### config.mk
export PLATFORM = sky130hd
export DESIGN_NAME = rgy_phase_scheduler_flat
export DESIGN_NICKNAME = d
export VERILOG_FILES = /design/src/rtl/rgy_phase_scheduler_if.sv /design/src/rtl/rgy_phase_scheduler.sv /design/src/flat_wrapper.sv
export SDC_FILE = /design/constraint.sdc
export NUM_CORES = 1
export LEC_CHECK = 0
export ABC_CLOCK_PERIOD_IN_PS = 3290
export CAP_MARGIN = 20
export CELL_PAD_IN_SITES_DETAIL_PLACEMENT = 1
export CELL_PAD_IN_SITES_GLOBAL_PLACEMENT = 2
export CORE_ASPECT_RATIO = 1.75
export CORE_MARGIN = 8
export CORE_UTILIZATION = 38
export CTS_CLUSTER_SIZE = 30
export DETAILED_ROUTE_END_ITERATION = 12
export HOLD_SLACK_MARGIN = 0.1
export PLACE_DENSITY_LB_ADDON = 0.1
export SLEW_MARGIN = 5
export SYNTH_ARGS = -nofsm -noshare
export SYNTH_HDL_FRONTEND = slang
export SYNTH_SLANG_ARGS = --single-unit
export TNS_END_PERCENT = 1
### constraint.sdc
create_clock -name clk -period 3.29 [get_ports clk]
set_input_delay 0.658 -clock clk [delete_from_list [all_inputs] [get_ports clk]]
set_output_delay 0.658 -clock clk [all_outputs]
set_load 0.01 [all_outputs]
### src/rtl/rgy_phase_scheduler_if.sv
// Sensor/button inputs and lamp/status outputs of the two-road phase scheduler.
// The master drives requests and the slave drives the lamps.
interface rgy_phase_scheduler_if;
    logic       req0;
    logic       req1;
    logic       ped_req;
    logic [3:0] rgy0;
    logic [3:0] rgy1;
    logic [2:0] phase;
    logic       ped_pending;

    modport master (
        output req0, req1, ped_req,
        input  rgy0, rgy1, phase, ped_pending
    );

    modport slave (
        input  req0, req1, ped_req,
        output rgy0, rgy1, phase, ped_pending
    );
endinterface

### src/rtl/rgy_phase_scheduler.sv
// Two-road traffic-light phase scheduler with min/max green, yellow, all-red clearance
// and an inserted pedestrian WALK phase. Lamp outputs are registered Moore decodes of the state.
module rgy_phase_scheduler #(
    parameter int unsigned GREEN_MIN = 8,
    parameter int unsigned GREEN_MAX = 20,
    parameter int unsigned YELLOW_T  = 3,
    parameter int unsigned ALLRED_T  = 2,
    parameter int unsigned WALK_T    = 6,
    parameter int unsigned CNT_W     = 8
) (
    input  logic                  clk,
    input  logic                  reset,
    rgy_phase_scheduler_if.slave  bus
);

    typedef enum logic [2:0] {
        ST_AR   = 3'd0,
        ST_G0   = 3'd1,
        ST_Y0   = 3'd2,
        ST_G1   = 3'd3,
        ST_Y1   = 3'd4,
        ST_WALK = 3'd5
    } state_t;

    localparam logic [CNT_W-1:0] T_GMIN = CNT_W'(GREEN_MIN - 1);
    localparam logic [CNT_W-1:0] T_GMAX = CNT_W'(GREEN_MAX - 1);
    localparam logic [CNT_W-1:0] T_Y    = CNT_W'(YELLOW_T - 1);
    localparam logic [CNT_W-1:0] T_AR   = CNT_W'(ALLRED_T - 1);
    localparam logic [CNT_W-1:0] T_WALK = CNT_W'(WALK_T - 1);

    localparam logic [3:0] LAMP_RED    = 4'b0001;
    localparam logic [3:0] LAMP_YELLOW = 4'b0010;
    localparam logic [3:0] LAMP_GREEN  = 4'b0100;
    localparam logic [3:0] LAMP_WALK   = 4'b1001;

    state_t           state_q, state_d;
    logic [CNT_W-1:0] timer_q;
    logic             last_dir_q, last_dir_d;
    logic             ped_q, ped_d;
    logic [3:0]       rgy0_d, rgy1_d;
    logic             comp0, comp1;

    // Next state, bookkeeping and lamp decode of the next state
    always_comb begin
        state_d    = state_q;
        last_dir_d = last_dir_q;
        ped_d      = ped_q;
        rgy0_d     = LAMP_RED;
        rgy1_d     = LAMP_RED;
        comp0      = bus.req1 | ped_q;
        comp1      = bus.req0 | ped_q;

        if (bus.ped_req && (state_q != ST_WALK)) begin
            ped_d = 1'b1;
        end

        case (state_q)
            ST_AR: begin
                if (timer_q == T_AR) begin
                    if (ped_q) begin
                        state_d = ST_WALK;
                        ped_d   = 1'b0;   // clear beats a coincident button press
                    end else begin
                        state_d = last_dir_q ? ST_G0 : ST_G1;
                    end
                end
            end
            ST_G0: begin
                if (((timer_q >= T_GMIN) && comp0 && !bus.req0) ||
                    ((timer_q >= T_GMAX) && comp0)) begin
                    state_d = ST_Y0;
                end
            end
            ST_Y0: begin
                if (timer_q == T_Y) begin
                    state_d    = ST_AR;
                    last_dir_d = 1'b0;
                end
            end
            ST_G1: begin
                if (((timer_q >= T_GMIN) && comp1 && !bus.req1) ||
                    ((timer_q >= T_GMAX) && comp1)) begin
                    state_d = ST_Y1;
                end
            end
            ST_Y1: begin
                if (timer_q == T_Y) begin
                    state_d    = ST_AR;
                    last_dir_d = 1'b1;
                end
            end
            ST_WALK: begin
                if (timer_q == T_WALK) begin
                    state_d = last_dir_q ? ST_G0 : ST_G1;
                end
            end
            default: begin
                state_d = ST_AR;
            end
        endcase

        case (state_d)
            ST_G0:   rgy0_d = LAMP_GREEN;
            ST_Y0:   rgy0_d = LAMP_YELLOW;
            ST_G1:   rgy1_d = LAMP_GREEN;
            ST_Y1:   rgy1_d = LAMP_YELLOW;
            ST_WALK: begin
                rgy0_d = LAMP_WALK;
                rgy1_d = LAMP_WALK;
            end
            default: begin
                rgy0_d = LAMP_RED;
                rgy1_d = LAMP_RED;
            end
        endcase
    end

    // State, saturating phase timer and registered outputs
    always_ff @(posedge clk or negedge reset) begin
        if (!reset) begin
            state_q         <= ST_AR;
            timer_q         <= '0;
            last_dir_q      <= 1'b1;
            ped_q           <= 1'b0;
            bus.rgy0        <= LAMP_RED;
            bus.rgy1        <= LAMP_RED;
            bus.phase       <= 3'd0;
            bus.ped_pending <= 1'b0;
        end else begin
            state_q    <= state_d;
            last_dir_q <= last_dir_d;
            ped_q      <= ped_d;
            if (state_d != state_q) begin
                timer_q <= '0;
            end else if (timer_q != '1) begin
                timer_q <= timer_q + CNT_W'(1);
            end
            bus.rgy0        <= rgy0_d;
            bus.rgy1        <= rgy1_d;
            bus.phase       <= 3'(state_d);
            bus.ped_pending <= ped_d;
        end
    end

endmodule
### src/flat_wrapper.sv
// flat-port wrapper written by rule: the top's interface ports become plain ports
module rgy_phase_scheduler_flat 
#(
    parameter int unsigned GREEN_MIN = 8,
    parameter int unsigned GREEN_MAX = 20,
    parameter int unsigned YELLOW_T  = 3,
    parameter int unsigned ALLRED_T  = 2,
    parameter int unsigned WALK_T    = 6,
    parameter int unsigned CNT_W     = 8
)
  (clk, reset, bus_req0, bus_req1, bus_ped_req, bus_rgy0, bus_rgy1, bus_phase, bus_ped_pending);
  rgy_phase_scheduler_if bus_i ();
  input  logic clk;
  input  logic reset;
  input wire logic [$bits(bus_i.req0)-1:0] bus_req0;
  input wire logic [$bits(bus_i.req1)-1:0] bus_req1;
  input wire logic [$bits(bus_i.ped_req)-1:0] bus_ped_req;
  output wire logic [$bits(bus_i.rgy0)-1:0] bus_rgy0;
  output wire logic [$bits(bus_i.rgy1)-1:0] bus_rgy1;
  output wire logic [$bits(bus_i.phase)-1:0] bus_phase;
  output wire logic [$bits(bus_i.ped_pending)-1:0] bus_ped_pending;
  assign bus_i.req0 = bus_req0;
  assign bus_i.req1 = bus_req1;
  assign bus_i.ped_req = bus_ped_req;
  assign bus_rgy0 = bus_i.rgy0;
  assign bus_rgy1 = bus_i.rgy1;
  assign bus_phase = bus_i.phase;
  assign bus_ped_pending = bus_i.ped_pending;
  rgy_phase_scheduler #(.GREEN_MIN(GREEN_MIN), .GREEN_MAX(GREEN_MAX), .YELLOW_T(YELLOW_T), .ALLRED_T(ALLRED_T), .WALK_T(WALK_T), .CNT_W(CNT_W)) u_core (.clk(clk), .reset(reset), .bus(bus_i));
endmodule
== Word level (Yosys, flattened, before mapping) ==
Cells that the tools add are included.

* Register bits after elaboration: 21
* Latch bits: 0
* RAM bits: 0
* Memory bits (read-only): 0
* Output and inout port bits: 12
* Memories: 0

* Add/subtract/negate cells: 1
* Multiply operators: 0
* Div/mod/pow operators: 0
* $lt $le $gt $ge: 2
* Eq/ne operators: 18
* Shift operators: 0
* Mux-type cells: 19
* Bitwise gates (word level): 2
* Reductions and logical operators: 16

{| class="wikitable"
|+ Operator list
! operator !! number
|-
| $pmux 4 s3 || 2
|-
| $mux 3 || 6
|-
| $mux 8 || 2
|-
| $pmux 3 s5 || 1
|-
| $eq 3x2->1 const B || 4
|-
| $eq 3x3->1 const B || 4
|-
| $add 8x1->8 const B || 1
|-
| $eq 8x1->1 const B || 1
|-
| $eq 8x2->1 const B || 1
|-
| $eq 8x3->1 const B || 1
|-
| $ge 8x3->1 const B || 1
|-
| $ge 8x5->1 const B || 1
|-
| $ne 8x8->1 const B || 1
|-
| $logic_and 1x1->1 || 7
|-
| $eq 3x1->1 const B || 2
|-
| $mux 1 || 6
|-
| $ne 2x1->1 const B || 2
|-
| $reduce_bool 2->1 || 2
|-
| $logic_not 3->1 || 1
|-
| $ne 3x3->1 || 1
|-
| $ne 3x3->1 const B || 1
|-
| $reduce_and 3->1 || 1
|-
| $logic_not 1->1 || 2
|-
| $logic_or 1x1->1 || 2
|-
| other kinds (4) || 5
|}

== Longest topological paths before layout ==
* Word-level depth: 8
* Depth in mapped cells: 8

== Worst setup path before layout ==
No wires, ideal clock.

* Path kind: register -> register
* Start: register u_core.timer_q[0]
* End: register u_core.timer_q[0]
* Library setup time: 130 ps
* Arrival time: 1,794 ps
* Required time: 3,160 ps
* Path slack: 1,366 ps
* Cell stages (with the launch flop): 8
* Buffers on the path: 0
* Clock period less this slack: 1,924 ps
* Cells stage by stage: dfrtp_1 -> ha_1 -> a211oi_4 -> a21oi_1 -> a211oi_2 -> nand2_2 -> a32oi_4 -> nor2_1

* Cells in the longest elaborated chain, start to end: 8
* Elaborated cells on any way between the ends: 25
* Classes of those cells: add/sub: 1; order compare: 2; eq/ne: 5; mux: 8; reduce/logical: 9

{| class="wikitable"
|+ Ends and longest elaborated chain
! element !! RTL line !! RTL
|-
| start, declared || rgy_phase_scheduler.sv:37 || <nowiki>logic [CNT_W-1:0] timer_q;</nowiki>
|-
| start signal, assigned || rgy_phase_scheduler.sv:136 || <nowiki>timer_q <= timer_q + CNT_W'(1);</nowiki>
|-
| $ge 8x3->1 || rgy_phase_scheduler.sv:69, rgy_phase_scheduler.sv:81 ||
|-
| $logic_and 1x1->1, on equally long branches (2 in a row) || rgy_phase_scheduler.sv:81, rgy_phase_scheduler.sv:69 ||
|-
| $logic_or 1x1->1, on equally long branches || rgy_phase_scheduler.sv:81, rgy_phase_scheduler.sv:69 ||
|-
| $mux 3, on equally long branches || rgy_phase_scheduler.sv:81, rgy_phase_scheduler.sv:69 ||
|-
| $pmux 3 s5 (*) || rgy_phase_scheduler.sv:57 || <nowiki>case (state_q)</nowiki>
|-
| via u_core.state_d[1] || rgy_phase_scheduler.sv:36 || <nowiki>state_t state_q, state_d;</nowiki>
|-
| $ne 3x3->1 (*) || rgy_phase_scheduler.sv:133 || <nowiki>if (state_d != state_q) begin</nowiki>
|-
| $mux 8 / $reduce_bool 2->1 (equally long branches) || - ||
|}

Mark *: on every way through the listed nets, which the timed path passes. The rest lies on a longest branch. The select of a mux whose other input is x is not followed.
A chain may end at the register's enable or synchronous reset.

== Final worst setup path ==
* Start: register u_core.bus.phase[1]
* End: output port bus_phase[1]

{| class="wikitable"
|+ RTL lines
! element !! RTL line !! RTL
|-
| start, declared || rgy_phase_scheduler_if.sv:19 || <nowiki>output rgy0, rgy1, phase, ped_pending</nowiki>
|-
| start signal, assigned || rgy_phase_scheduler.sv:140 || <nowiki>bus.phase <= 3'(state_d);</nowiki>
|-
| end, declared || flat_wrapper.sv:20 || <nowiki>output wire logic [$bits(bus_i.phase)-1:0] bus_phase;</nowiki>
|}

No word-level cell between the ends.

==> summary.txt <==
Status
  • Status: complete, no violations

Clock network
  • Clock sink count: 21
  • Post-CTS setup-driven buffer insertion count: 0
  • CTS buffer count: 3
  • Root Buffer: clkbuf_8
  • Max H-tree Level: 1
  • Post-cts repair resize count: 0
  • Clock Latency Late Sink: 260 ps
  • Hold buffers post-CTS: 0
  • CTS tree: done
  • Clock transition time at the flip-flop clock pins of the worst setup and hold paths: 80 ps
  • Buffer depth of the longest clock path: 2

Final layout
  • Post-route cell area: 1580 um^2
  • Filler-free cell count of the finished design: 190
  • Final net count: 153
  • # diodes: 0
  • Layout cell share with drive strength beyond 1: 0.222
  • Area growth from synthesis to layout: 13.3%

Power and ir drop
  • Total power of the final layout: 0.00135 W
  • Leak: 0.650 nW
  • Power density over the cells: 854 nW/um^2
  • Peak VDD IR: 433 uV

Worst setup path
  • Crit-path cells: clkdlybuf4s50_1
  • Cell family contributing the most delay on the critical path: flip-flops
  • Critical path class: flip-flop to output port
  • Critical path buffers and inverters: 1
  • Worst-path fanout max: 18
  • Standard cell with the maximum stage delay on the critical path: dfrtp_1
  • Capturing element type of the critical path: output port
  • Startpoint types: flip-flop
  • Largest stage delay, worst path: 740 ps
  • Worst EP arrival: 1660 ps
  • Worst EP required: 2630 ps

STA
  • Unrepaired setup endpoints after global routing: no
  • Endpoints failing setup: 0
  • Worst-margin pin slew: 617 ps
  • Final Critical Period: 2320 ps
  • Number of endpoints with negative hold slack in the final report: 0
  • Setup tns final: 0 ps
  • Post-Route Hold Slack: 512 ps
  • Slew headroom: 0.589
  • Number of max-slew violations in the final report: 0
  • Final worst path period share: 0.705
  • Setup Skew: 4.31 ps
  • F_max: 431 MHz

Yosys
  • Synth warn: 0
  • Most numerous cell in the Yosys netlist: dfrtp_1
  • Cell variety after synth: 59
  • Synth Net Count: 140
  • Share of synthesized area occupied by flip-flops and latches: 0.380
  • Cell area after technology mapping: 1390 um^2
  • Commonest cells in the synthesized netlist: dfrtp_1, nor2_1, inv_1
  • Flip-flop cell with the highest count after synthesis: dfrtp_1
  • Number of storage elements in the synthesis netlist: 21
  • Avg Synthesized Cell Area: 10.5 um^2
  • Area leader, netlist: dfrtp_1
  • Ranking of synthesized cells by area: dfrtp_1, dfstp_2, nor2_1
  • Share of synthesized registers carrying an async set or reset: 1.00
  • Number of enable flip-flop cells after synthesis: 0
  • Number of instances in the synthesized netlist: 132
  • Share of the synthesized area in the top cell type: 0.324

Global routing
  • Via count of the first global-routing pass: 1110
  • GRT Overall Usage: 0.130
  • Overflow left after global routing: 0
  • Global-route wire length before repair: 5740 um
  • Antenna violations before repair: 0
  • Largest net degree at the start of global routing: 22

Drt
  • Starting DRT DRC Count: 20
  • Total wire length after detailed routing: 3430 um
  • Count of nets left with antenna violations after detail routing: 0
  • Drt pass-1 iters: 4
  • Via total after detailed routing: 1037
  • DR WL/cell: 18.0 um
  • DRC errors left: 0
  • Number of vias per cell: 5.46

Floorplan
  • Core ar.: 3560 um^2
  • Number of placement rows: 29
  • Number of top-level pins: 17
  • DIE WIDTH: 61.7 um
  • Initial core utilization: 0.391
  • Die Ht: 96.0 um
  • Die Area: 5930 um^2

Place
  • Cell Area, Placed: 1510 um^2
  • Final weighted congestion in routability-driven placement: 0.824
  • Inst Count DP: 185
  • Number of port buffers: 16
  • HPWL after detailed placement: 2710 um

Job
  • Max-Cap Viols: 0

Hold path
  • Worst hold-check path type: flip-flop to flip-flop
-- registers in the layout, summed over array words and instances, names as in the netlist --
name / count
u_core.bus.rgy1: 4
u_core.bus.phase: 3
u_core.bus.rgy0: 4
u_core.last_dir_q: 1
u_core.timer_q: 8
u_core.bus.ped_pending: 1
-- path summary, 6_finish.rpt --
check / start / endpoint / slack [ps] / depth (start not counted)
min in group asynchronous: reset / u_core.bus.ped_pending / 740 / 1
min: u_core.last_dir_q / u_core.last_dir_q / 510 / 1
max in group asynchronous: reset / u_core.bus.rgy0[0] / 2000 / 2
max: u_core.bus.phase[1] / bus_phase[1] / 970 / 1
max reg2reg: u_core.timer_q[1] / u_core.timer_q[0] / 1050 / 7
min reg2reg: u_core.last_dir_q / u_core.last_dir_q / 510 / 1
-- layer usage --
metal / vias to the layer above / track usage / wire (um)
met1: 526 / 0.142 / 1330
met5: - / 0 / 0
li1: 499 / - / -
met2: 10 / 0.234 / 1960
met4: 0 / 0.0516 / 34
met3: 2 / 0.0214 / 101
-- where the power goes --
| group | switching (W) | internal [W] | total, W |
|---|---|---|---|
| Combinational | 0.000360 | 0.000327 | 0.000687 |
| Sequential | 0.000140 | 0.000344 | 0.000484 |
| Clock | 0.0000900 | 0.0000855 | 0.000175 |
| Total | 0.000591 | 0.000756 | 0.00135 |
-- cell type report --
| class | count | area, um^2 |
|---|---|---|
| clock buffer | 3 | 41.3 |
| tap | 46 | 57.6 |
| timing repair buffer | 17 | 175 |
| clock inverter | 1 | 7.51 |
| multi-input combinational | 93 | 732 |
| sequential | 21 | 529 |
| inverter | 9 | 33.8 |
| fill | 423 | 1980 |
-- worst reg2reg max path, stage by stage (launching register included) --
cell,delay (ps)
dfrtp_1,420
ha_1,320
a211oi_4,350
a21oi_1,130
a211oi_2,350
nand2_2,120
a32oi_4,310
nor2_1,110
-- cells in the final DEF (no fill, tap or decap), drive strengths merged, types with 2 or more instances in the layout --
cell type,n
nand3b,2
and2b,2
and3,3
o31ai,2
clkdlybuf4s50,16
nor2,15
xor2,3
a31oi,2
a41oi,2
o211ai,4
nand2,9
a21oi,4
dfstp,3
or2,3
nand3,4
ha,3
o21ai,3
nor3,6
a211oi,3
nand4,3
inv,9
dfrtp,18
clkbuf,3
-- cells by family (layout without fill, tap and decap cells) --
logic type                 after synthesis  count (layout)  share of synthesized area
buffers and inverters                   18              30                     0.0935
muxes                                    1               1                    0.00719
AOI/OAI and AO/OA                       31              31                      0.228
xor gates and xnor gates                 4               4                     0.0252
DFF                                     21              21                      0.380
and+or+nand+nor                         54              54                      0.239
adders and majority gates                3               3                     0.0270
-- per-stage QoR --
stage | util | setup slack [ps]
floorplan | - | 1370
global placement | 0.425 | 880
detailed placement | 0.425 | 784
CTS | 0.439 | 958
global route | 0.443 | 883
finish | 0.443 | 970
(Power assumes the default switching activity.)
